## src/rtl/serial_sub_pkg.sv

```systemverilog
// -----------------------------------------------------------------------------
// serial_sub_pkg
// Shared types and constants for the bit-serial subtractor.
//   state_e         : FSM state encoding (IDLE, RUN)
//   DEFAULT_WIDTH   : default operand width
//   cnt_width()     : bit-counter width for a given operand width
//   DEFAULT_CNT_W   : counter width for the default operand width
// -----------------------------------------------------------------------------
package serial_sub_pkg;

    typedef enum logic {
        IDLE = 1'b0,
        RUN  = 1'b1
    } state_e;

    localparam int DEFAULT_WIDTH = 16;

    // The counter must be able to hold WIDTH itself (it increments past the
    // last bit index on the final cycle), hence WIDTH+1.
    function automatic int cnt_width(input int width);
        return $clog2(width + 1);
    endfunction

    localparam int DEFAULT_CNT_W = cnt_width(DEFAULT_WIDTH);

endpackage

```

## src/rtl/full_subtractor.sv

```systemverilog
// -----------------------------------------------------------------------------
// full_subtractor
// Single-bit gate-level full subtractor: D = A - B - Bi.
//   A  : minuend bit
//   B  : subtrahend bit
//   Bi : borrow in
//   D  : difference bit
//   Bo : borrow out
// -----------------------------------------------------------------------------
module full_subtractor (
    input  logic A,
    input  logic B,
    input  logic Bi,
    output logic D,
    output logic Bo
);

    assign D  = A ^ B ^ Bi;
    assign Bo = (~A & B) | (~(A ^ B) & Bi);

endmodule

```

## src/rtl/serial_subtractor.sv

```systemverilog
// -----------------------------------------------------------------------------
// serial_subtractor
// Bit-serial unsigned subtractor Z = X - Y, one bit per clock, LSB first,
// using a single full_subtractor cell and a borrow flop.
//
// Ports:
//   clk   : clock, rising edge
//   rst   : synchronous active-high reset
//   start : request, only sampled while idle
//   X, Y  : minuend / subtrahend, captured on the accepting edge
//   busy  : high while an operation is in progress
//   done  : one-cycle pulse when Z/ovf have just been updated
//   Z     : {borrow-out, (X - Y) mod 2^WIDTH}, held until next completion
//   ovf   : signed overflow of X - Y (only with SERIAL_SUB_OVF_EN)
//
// Configuration macro: SERIAL_SUB_OVF_EN enables the signed-overflow flag.
// Without it, ovf is tied low and the overflow logic is not built.
// -----------------------------------------------------------------------------
module serial_subtractor
    import serial_sub_pkg::*;
#(
    parameter int WIDTH = DEFAULT_WIDTH
) (
    input  logic             clk,
    input  logic             rst,
    input  logic             start,
    input  logic [WIDTH-1:0] X,
    input  logic [WIDTH-1:0] Y,
    output logic             busy,
    output logic             done,
    output logic [WIDTH:0]   Z,
    output logic             ovf
);

    localparam int CNT_W = cnt_width(WIDTH);

    state_e             state_q, state_d;
    logic [WIDTH-1:0]   a_q, a_d;
    logic [WIDTH-1:0]   b_q, b_d;
    // Only WIDTH-1 result bits are stored: the final difference bit goes
    // straight from the cell into Z on the completing edge.
    logic [WIDTH-2:0]   res_q, res_d;
    logic [WIDTH-2:0]   res_shift;
    logic               borrow_q, borrow_d;
    logic [CNT_W-1:0]   cnt_q, cnt_d;
    logic [WIDTH:0]     z_q, z_d;
    logic               done_q, done_d;

    logic               cell_d;
    logic               cell_bo;
    logic               last_bit;
    logic               accept;
    logic               finish;

    full_subtractor u_cell (
        .A  (a_q[0]),
        .B  (b_q[0]),
        .Bi (borrow_q),
        .D  (cell_d),
        .Bo (cell_bo)
    );

    // Result shift register: new bit enters at the top, so after WIDTH-1
    // shifts bit 0 of the difference sits at res_q[0].
    genvar gi;
    generate
        for (gi = 0; gi < WIDTH - 1; gi++) begin : g_res_shift
            if (gi == WIDTH - 2) begin : g_top
                assign res_shift[gi] = cell_d;
            end else begin : g_mid
                assign res_shift[gi] = res_q[gi+1];
            end
        end
    endgenerate

    assign last_bit = (cnt_q == CNT_W'(WIDTH - 1));
    assign accept   = (state_q == IDLE) && start;
    assign finish   = (state_q == RUN) && last_bit;

    // Next-state and datapath control
    always_comb begin
        state_d  = state_q;
        a_d      = a_q;
        b_d      = b_q;
        res_d    = res_q;
        borrow_d = borrow_q;
        cnt_d    = cnt_q;
        z_d      = z_q;
        done_d   = 1'b0;

        case (state_q)
            IDLE: begin
                if (start) begin
                    a_d      = X;
                    b_d      = Y;
                    res_d    = '0;
                    borrow_d = 1'b0;
                    cnt_d    = '0;
                    state_d  = RUN;
                end
            end
            RUN: begin
                res_d    = res_shift;
                borrow_d = cell_bo;
                a_d      = a_q >> 1;
                b_d      = b_q >> 1;
                cnt_d    = cnt_q + CNT_W'(1);
                if (last_bit) begin
                    z_d     = {cell_bo, cell_d, res_q};
                    done_d  = 1'b1;
                    state_d = IDLE;
                end
            end
            default: begin
                state_d = IDLE;
            end
        endcase
    end

    always_ff @(posedge clk) begin
        if (rst) begin
            state_q  <= IDLE;
            a_q      <= '0;
            b_q      <= '0;
            res_q    <= '0;
            borrow_q <= 1'b0;
            cnt_q    <= '0;
            z_q      <= '0;
            done_q   <= 1'b0;
        end else begin
            state_q  <= state_d;
            a_q      <= a_d;
            b_q      <= b_d;
            res_q    <= res_d;
            borrow_q <= borrow_d;
            cnt_q    <= cnt_d;
            z_q      <= z_d;
            done_q   <= done_d;
        end
    end

`ifdef SERIAL_SUB_OVF_EN
    // Operand sign bits are kept separately so the overflow term does not
    // depend on where the shift registers happen to be.
    logic xmsb_q, xmsb_d;
    logic ymsb_q, ymsb_d;
    logic ovf_q,  ovf_d;

    always_comb begin
        xmsb_d = xmsb_q;
        ymsb_d = ymsb_q;
        ovf_d  = ovf_q;
        if (accept) begin
            xmsb_d = X[WIDTH-1];
            ymsb_d = Y[WIDTH-1];
        end
        if (finish) begin
            // Overflow only when signs differ and the result sign differs
            // from the minuend sign.
            ovf_d = (xmsb_q ^ ymsb_q) & (cell_d ^ xmsb_q);
        end
    end

    always_ff @(posedge clk) begin
        if (rst) begin
            xmsb_q <= 1'b0;
            ymsb_q <= 1'b0;
            ovf_q  <= 1'b0;
        end else begin
            xmsb_q <= xmsb_d;
            ymsb_q <= ymsb_d;
            ovf_q  <= ovf_d;
        end
    end

    assign ovf = ovf_q;
`else
    assign ovf = 1'b0;
`endif

    assign busy = (state_q == RUN);
    assign done = done_q;
    assign Z    = z_q;

endmodule
```

## config.mk

```make
export PLATFORM = sky130hd
export DESIGN_NAME = serial_subtractor
export DESIGN_NICKNAME = d
export VERILOG_FILES = /design/src/rtl/serial_sub_pkg.sv /design/src/rtl/full_subtractor.sv /design/src/rtl/serial_subtractor.sv
export SDC_FILE = /design/constraint.sdc
export NUM_CORES = 1
export LEC_CHECK = 0
export ABC_CLOCK_PERIOD_IN_PS = 1700
export CORE_MARGIN = 2
export CORE_UTILIZATION = 40
export DETAILED_ROUTE_END_ITERATION = 7
export PLACE_DENSITY_LB_ADDON = 0.12
export SYNTH_ARGS = -nofsm -noshare
export SYNTH_HDL_FRONTEND = slang
export SYNTH_SLANG_ARGS = --single-unit
```

## constraint.sdc

```tcl
create_clock -name clk -period 1.7 [get_ports clk]
set_input_delay 0.425 -clock clk [delete_from_list [all_inputs] [get_ports clk]]
set_output_delay 0.425 -clock clk [all_outputs]
set_load 0.005 [all_outputs]
```

==> results of run 1 <==
-- power by group --
| group | internal [W] | switching, W | leakage (nW) | total [W] |
|---|---|---|---|---|
| clock network | 0.000682 | 0.000653 | 0.0887 | 0.00134 |
| registers | 0.00174 | 0.0000341 | 0.586 | 0.00177 |
| logic | 0.000245 | 0.000167 | 0.894 | 0.000411 |
-- through the flow --
stage / area (µm²) / TNS [ps] / total power (W) / std cells / setup WS [ps]
2_1_floorplan: 3210 / 0 / 0.00211 / 321 / 118
3_3_place_gp: 3800 / -507 / 0.00222 / 462 / -89.3
3_5_place_dp: 3800 / -1270 / 0.00223 / 462 / -136
4_1_cts: 4000 / 0 / 0.00358 / 478 / 15.3
5_1_grt: 4010 / 0 / 0.00368 / 478 / 9.27
6_report: 4010 / 0 / 0.00352 / 478 / 58.5
-- layer usage --
metal | vias to the layer above | GRT usage
met5 | - | 0
met3 | 8 | 0.0500
met2 | 48 | 0.231
met1 | 1050 | 0.176
met4 | 0 | 0.0435
li1 | 1184 | -
-- layout by cell type (no fill, tap or decap), types with 2 or more instances in the layout --
cell,n
ha_1,3
nand2_1,34
nor2_1,49
dfxtp_1,71
o31a_1,2
mux2_4,27
clkdlybuf4s50_1,50
nor3b_1,16
mux2i_1,33
buf_4,8
mux2_2,3
nor2_2,2
clkbuf_8,9
buf_12,4
nor3_1,3
clkinv_4,2
a21oi_1,33
buf_2,2
nand2b_1,2
clkinvlp_4,3
nand3_1,2
inv_1,3
-- final timing paths --
check	start	endpoint	slack, ps	cells after the start
worst max register to register	cnt_q[1]$_SDFFE_PP0P_	Z[16]$_SDFFE_PP0P_	200	6
worst min-delay path	rst	b_q[1]$_SDFFE_PP0P_	440	2
worst max-delay path	Z[16]$_SDFFE_PP0P_	Z[16]	60	1
worst min register to register	Z[13]$_SDFFE_PP0P_	Z[13]$_SDFFE_PP0P_	450	2
-- sequential cells by signal, summed over array words and instances (netlist names) --
name / count
a_q: 16
cnt_q: 5
Z: 17
done: 1
borrow_q: 1
res_q: 15
b_q: 16
busy: 1
-- cells by family after synthesis --
group / Yosys count / synth area share
buf+inv: 29 / 0.0666
fa+ha+maj: 4 / 0.0179
other cells: 1 / 0.00117
compound gates: 38 / 0.0627
simple gates: 114 / 0.164
mux: 63 / 0.239
flops: 72 / 0.449
-- cell type report --
cell class	instances	area (µm²)
Fill cell	776	3760
Multi-Input combinational cell	220	1560
Tap cell	102	128
Clock inverter	6	70.1
Clock buffer	10	128
Timing Repair Buffer	65	663
Sequential cell	72	1450
Inverter	3	11.3
-- repair_timing --
item / in CTS / in global routing
hold buffers: 0 / 0
endpoints found under the hold margin: 0 / 0
pin swaps: 0 / 0
setup endpoints to repair: 17 / 16
resized for setup: 1 / 2
-- worst reg2reg max path: stages, from the launching register on --
cell	delay (ps)
dfxtp_1	350
ha_1	190
and3_1	190
ha_1	170
and2_4	270
nor2_1	70
a211oi_1	190
==> impl_metrics.ini, run 1 <==
[outcome]
status = finished clean

[drt]
vias = 2290
drt-pass1-iter-count = 4
wl_met3_um = 294
drc = 0
top_layer = met4
wl_met1_mm = 2.79
totalWireLength_mm = 5.90
wl_per_cell_um = 12.4
drtIter0Drc = 43
ant_nets = 0
wl_met2_mm = 2.75
viasPerCell = 4.79

[critical_path]
critPathArrivalTime_ps = 1220
critPathMaxFanout = 2
crit_path_top_delay_cell = clkdlybuf4s50_1
start_kind = flop
cp.required_ps = 1270
critical_path_buf_inv_count = 1
cp_top_family = buffers and inverters
path_cells = clkdlybuf4s50_1
worstSetupPathType = reg2out
cp-end-kind = output port
slowest_delay_ps = 520

[grt]
overflow = 0
grt_pass1_vias = 2143
grt_pass1_wl_mm = 9.92
antenna_found_initial = 0
grt_usage = 0.142
grt_max_degree = 34

[synth]
netlist_instances = 321
synth_area_leaders = dfxtp_1, mux2_4, mux2i_1, nor2_1, a21oi_1
synth_seq_cells = 72
synth_warnings = 0
netlist.area_leader.share = 0.449
synthFlopType = dfxtp_1
synth.distinct_cells = 31
synth_common_cells = dfxtp_1, nor2_1, nand2_1
synth_top_cell_by_area = dfxtp_1
synth_area_per_cell_um2 = 10.0
synth_edf_count = 0
ys_async_sr_fraction = 0
synth_nets = 360
yosysMostFrequentCell = dfxtp_1
synth.cell_area_mm2 = 0.00321
yosysSeqAreaShare = 0.449

[sta]
rsz0062_at_grt = no
max_freq_mhz = 609
finalMaxSlewViolations = 0
final.min_clock_period_ps = 1640
hold_viol = 0
finalCritPeriodShare = 0.966
setup_violations = 0
hold_ws_ps = 438
fin_skew_ps = 6.52

[floorplan]
die_y_um = 93.6
rows = 32
die_x_um = 93.6
dieArea_mm2 = 0.00877
ios = 55
core_area_mm2 = 0.00777
initial_core_util = 0.414

[worst_hold_path]
hold_class = in2reg

[clock_tree]
numCtsBuffers = 9
cts_tree = built
clock_latency_ps = 340
clock_sinks = 72
cts_htree_levels = 3
clk_pin_slew_worst_paths_ps = 80
cts_max_path_buffers = 2
postCtsSetupBuffers = 0
root_buffer = clkbuf_8

[layout]
antenna_cells = 0
fin_util = 0.516
final_net_count = 410
drive_gt1_frac = 0.168
areaGrowthSynthToFinish_pct = 24.6

[place]
gp_congestion = 0.727
dpl.hpwl_mm = 3.94
io_buffers = 53

[pwr]
power_density_mw_per_mm2 = 879
ir_worst_vdd_v = 0.000511
p_leak_nw = 1.57

[flow_run]
maxCapViolCount = 0
Power figures use the tool's default switching activity.
==> inputs of run 2 (changes only) <==
--- a/config.mk
+++ b/config.mk
@@ -8,8 +8,10 @@
 export ABC_CLOCK_PERIOD_IN_PS = 1700
 export CORE_MARGIN = 2
 export CORE_UTILIZATION = 40
+export CTS_BUF_LIST = sky130_fd_sc_hd__clkbuf_16
 export DETAILED_ROUTE_END_ITERATION = 7
 export PLACE_DENSITY_LB_ADDON = 0.12
+export SETUP_SLACK_MARGIN = 0.15
 export SYNTH_ARGS = -nofsm -noshare
 export SYNTH_HDL_FRONTEND = slang
 export SYNTH_SLANG_ARGS = --single-unit
==> impl_metrics.ini, run 2 (same netlist as run 1, synthesis figures left out) <==
[worst_hold_path]
hold_depth = 2
hold_class = reg2reg
min_to = Z[13]$_SDFFE_PP0P_
hp-start = Z[13]$_SDFFE_PP0P_

[floorplan]
die_y_um = 93.6
ios = 55
initial_core_util = 0.414
die_x_um = 93.6
dieArea_mm2 = 0.00877
rows = 32
core_area_mm2 = 0.00777

[clock_tree]
clk_pin_slew_worst_paths_ps = 60
clock_latency_ps = 330
cts_max_path_buffers = 2
cts_htree_levels = 3
root_buffer = clkbuf_16
clock_sinks = 72
ctsHoldBuffers = 0
cts_tree = built
numCtsBuffers = 9
postCtsSetupBuffers = 0

[sta]
hold_viol = 0
finalSetupTns_ps = 0
max_freq_mhz = 670
fin_skew_ps = 5.69
rsz0062_at_grt = no
final.min_clock_period_ps = 1490
finalCritPeriodShare = 0.878
setup_violations = 0
finalMaxSlewViolations = 0

[drt]
totalWireLength_mm = 5.73
viasPerCell = 4.78
drt-pass1-iter-count = 4
drc = 0
vias = 2280
drtIter0Drc = 44
wl_per_cell_um = 12.0
ant_nets = 0

[pwr]
p_sw_frac = 0.208
comb_power_share = 0.096
power.switching_w = 0.000881
clock_power_share = 0.484
power_density_mw_per_mm2 = 1020
ir_worst_vdd_v = 0.000653
seqPwrFrac = 0.420
p_leak_nw = 1.71
p_int_w = 0.00335

[critical_path]
worstRegToRegCells = 6
start_kind = flop
path_cells = ha_4, and3_1, ha_1, and2_4, buf_6, a211oi_2
critical_path_buf_inv_count = 1
critPathMaxFanout = 9
r2r-end = Z[16]$_SDFFE_PP0P_
cp_top_family = simple AND/OR/NAND/NOR gates
rrSetupSlack_ps = 210
slowest_delay_ps = 340
cp-end-kind = flop
crit_path_top_delay_cell = dfxtp_2
critPathArrivalTime_ps = 1730
timing.rr.start = cnt_q[0]$_SDFFE_PP0P_
worstSetupPathType = reg2reg
cp.required_ps = 1940

[layout]
final_cell_mix = dfxtp_1, nor2_1, nand2_1
final_net_count = 409
largest_reg_flops = 17
areaGrowthSynthToFinish_pct = 28.4
drive_gt1_frac = 0.179
final_common_cell = dfxtp_1
fin_util = 0.531
nFillCells = 726
antenna_cells = 0

[place]
dpl.hpwl_mm = 3.67
gp_congestion = 0.662
io_buffers = 53

[grt]
grt_pass1_wl_mm = 9.59
antenna_found_initial = 0
grt_usage = 0.140
grt_pass1_vias = 2120
overflow = 0
grt_max_degree = 78

[outcome]
status = finished clean

[flow_run]
maxCapViolCount = 0
[run 2: cell count changes in the layout (fill, tap and decap cells not counted), moves of 3 or more]
cell,delta
buf_4,-3
clkbuf_8,-9
dlygate4sd2_1,+19
clkdlybuf4s50_1,-18
buf_6,+3
clkbuf_16,+10
[run 2: per-stage QoR]
step / total power (W) / area (µm²) / hold slack (ps) / std cells / setup WS [ps]
2_1_floorplan: 0.00211 / 3220 / 427 / 321 / 176
3_3_place_gp: 0.00222 / 3780 / 442 / 461 / 207
3_5_place_dp: 0.00222 / 3780 / 446 / 461 / 153
4_1_cts: 0.00429 / 4100 / 452 / 477 / 156
5_1_grt: 0.00439 / 4130 / 465 / 477 / 154
6_report: 0.00423 / 4130 / 449 / 477 / 208
[run 2: layer usage]
layer / share of wire / GRT usage / up-vias
li1: - / - / 1186
met1: 0.49 / 0.168 / 1039
met2: 0.44 / 0.229 / 47
met3: 0.049 / 0.0443 / 8
met4: 0.021 / 0.0652 / 0
met5: 0 / 0 / -
[run 2: power by group through the flow]
stage                     clock network (W)  logic, W  registers [W]
after global routing                0.00216  0.000444        0.00178
after floorplan                           0  0.000305        0.00180
after global placement                    0  0.000409        0.00181
after detailed placement                  0  0.000411        0.00181
after CTS                           0.00210  0.000412        0.00178
final                               0.00204  0.000408        0.00178
[run 2: how the worst max path moves through the flow]
stage	from	end	slack (ps)	cells past startpoint
global placement	cnt_q[0]$_SDFFE_PP0P_	Z[16]$_SDFFE_PP0P_	210	6
global route	cnt_q[0]$_SDFFE_PP0P_	Z[16]$_SDFFE_PP0P_	150	7
CTS	cnt_q[0]$_SDFFE_PP0P_	Z[16]$_SDFFE_PP0P_	160	6
detailed placement	cnt_q[0]$_SDFFE_PP0P_	Z[16]$_SDFFE_PP0P_	150	7
finish	cnt_q[0]$_SDFFE_PP0P_	Z[16]$_SDFFE_PP0P_	210	6
floorplan	cnt_q[0]$_SDFFE_PP0P_	Z[15]$_SDFFE_PP0P_	180	8
[run 2: final cells by class]
type	instances	area, µm²	area share
Multi-Input combinational cell	220	1580	0.383
Sequential cell	72	1450	0.351
Timing Repair Buffer	64	628	0.152
Clock buffer	10	250	0.0606
Tap cell	102	128	0.0309
Clock inverter	6	81.3	0.0197
Inverter	3	11.3	0.00273
[run 2: what timing repair did]
item                                   CTS  global route
pin swaps                                0             0
endpoints found under the hold margin    0             0
setup endpoints to repair               20            15
resized for setup                       22             6
[run 2: worst register-to-register path, delay by kind of cell, from the launching register on]
| kind | cells | cell delay [ps] |
|---|---|---|
| AOI/OAI and AO/OA | 1 | 220 |
| adders and majority gates | 2 | 350 |
| buffers and inverters | 1 | 130 |
| DFF | 1 | 340 |
| and+or+nand+nor | 2 | 360 |
==> inputs of run 3 (changes only) <==
--- a/config.mk
+++ b/config.mk
@@ -10,8 +10,9 @@
 export CORE_UTILIZATION = 40
 export CTS_BUF_LIST = sky130_fd_sc_hd__clkbuf_16
 export DETAILED_ROUTE_END_ITERATION = 7
-export PLACE_DENSITY_LB_ADDON = 0.12
+export PLACE_DENSITY_LB_ADDON = 0.1
 export SETUP_SLACK_MARGIN = 0.15
+export SLEW_MARGIN = 25
 export SYNTH_ARGS = -nofsm -noshare
 export SYNTH_HDL_FRONTEND = slang
 export SYNTH_SLANG_ARGS = --single-unit
==> impl_metrics.ini, run 3 (same netlist as run 1, synthesis figures left out) <==
[floorplan]
ios = 55
rows = 32
die_x_um = 93.6
dieArea_mm2 = 0.00877
die_y_um = 93.6
initial_core_util = 0.414
core_area_mm2 = 0.00777

[grt]
overflow = 0
grt_pass1_vias = 2243
antenna_found_initial = 0
grt_max_degree = 59
grt_pass1_wl_mm = 10.3
grt_usage = 0.148

[clock_tree]
clock_sinks = 72
root_buffer = clkbuf_16
cts_tree = built
ctsHoldBuffers = 0
cts_htree_levels = 3
cts_max_path_buffers = 2
numCtsBuffers = 9
clk_pin_slew_worst_paths_ps = 60
clock_latency_ps = 330

[critical_path]
rrSetupSlack_ps = 270
slowest_delay_ps = 310
crit_path_frequent_cell = nand2_1
crit_path_top_delay_cell = dfxtp_1
start_kind = flop
path_cells = ha_2, and3_1, ha_4, nand2_1, buf_4, nand2_1, a21oi_1
worstSetupPathType = reg2reg
cp.required_ps = 1960
cp-end-kind = flop
critPathMaxFanout = 8
critPathArrivalTime_ps = 1690

[drt]
viasPerCell = 4.86
wl_per_cell_um = 13.1
drc = 0
drt-pass1-iter-count = 4
vias = 2343
drtIter0Drc = 132
totalWireLength_mm = 6.34
ant_nets = 0

[place]
gp_congestion = 0.694
dp_cells = 460
dpl.hpwl_mm = 3.72
io_buffers = 53

[pwr]
p_leak_nw = 1.72
power_density_mw_per_mm2 = 956
ir_worst_vdd_v = 0.000527

[sta]
max_freq_mhz = 698
rsz0062_at_grt = no
finalCritPeriodShare = 0.842
setup_violations = 0
final.min_clock_period_ps = 1430
hold_viol = 0
finalSetupTns_ps = 0
finalMaxSlewViolations = 0
fin_skew_ps = 5.32

[worst_hold_path]
hold_class = in2reg

[layout]
final_common_cell = dfxtp_1
stdcell_count = 482
largest_reg_flops = 17
final_cell_mix = dfxtp_1, nor2_1, nand2_1
final_net_count = 414
areaGrowthSynthToFinish_pct = 28.8
nFillCells = 734
antenna_cells = 0
drive_gt1_frac = 0.182

[outcome]
status = finished clean

[flow_run]
maxCapViolCount = 0
==> run 3: changes by cell type in the layout (fill, tap and decap cells not counted), sizes merged <==
| cell | delta |
|---|---|
| and2 | +2 |
| buf | +2 |
| bufinv | -2 |
| clkinv | +2 |
| clkbuf | +1 |
| clkinvlp | +1 |
| inv | -1 |
==> run 3: worst paths after layout <==
| check | start | end | depth (start not counted) |
|---|---|---|---|
| setup reg to reg | cnt_q[0]$_SDFFE_PP0P_ | Z[6]$_SDFFE_PP0P_ | 7 |
| setup / recovery | cnt_q[0]$_SDFFE_PP0P_ | Z[6]$_SDFFE_PP0P_ | 7 |
| hold / removal | rst | b_q[2]$_SDFFE_PP0P_ | 2 |
| hold reg to reg | Z[8]$_SDFFE_PP0P_ | Z[8]$_SDFFE_PP0P_ | 2 |
==> run 3: stage by stage <==
stage	cell area, µm²	setup slack (ps)	total power [W]	util	hold WS, ps
floorplan	3220	176	0.00211	-	427
global placement	3790	-95.2	0.00223	0.488	444
detailed placement	3790	-135	0.00223	0.488	448
CTS	4070	186	0.00400	0.523	434
global route	4140	152	0.00414	0.533	446
finish	4140	268	0.00396	0.533	436
==> run 3: critical path: cells and delay by family (launching register included) <==
family / cells / cell delay (ps)
AND/OR/NAND/NOR: 3 / 380
adder cells (fa/ha/maj): 2 / 370
flip-flops: 1 / 310
buffers and inverters: 1 / 180
AO/OA/AOI/OAI: 1 / 120
==> run 3: metal layers <==
metal | part of all wire | track usage
met4 | 0.011 | 0.0688
met1 | 0.49 | 0.190
met3 | 0.036 | 0.0322
met5 | 0 | 0
met2 | 0.47 | 0.237
==> run 3: final cells by class <==
type	count	area, µm²	area share
multi-input cells	222	1590	0.385
flip-flops and latches	72	1450	0.350
repair buffers	67	678	0.164
clock buffers	10	250	0.0605
well taps	102	128	0.0308
clock inverters	6	32.5	0.00786
inverters	3	11.3	0.00272
==> run 3: report_power, final <==
part	leakage (nW)	switching [W]	total [W]	internal (W)
Clock	0.134	0.000685	0.00174	0.00106
Sequential	0.587	0.0000305	0.00177	0.00174
Combinational	0.997	0.000180	0.000437	0.000257
Total	1.72	0.000896	0.00396	0.00306
==> run 3: repair_timing <==
action,CTS,global route
cloned,0,4
endpoints found under the setup margin,37,5
setup buffers,2,0
resized for setup,22,7
endpoints found under the hold margin,0,0
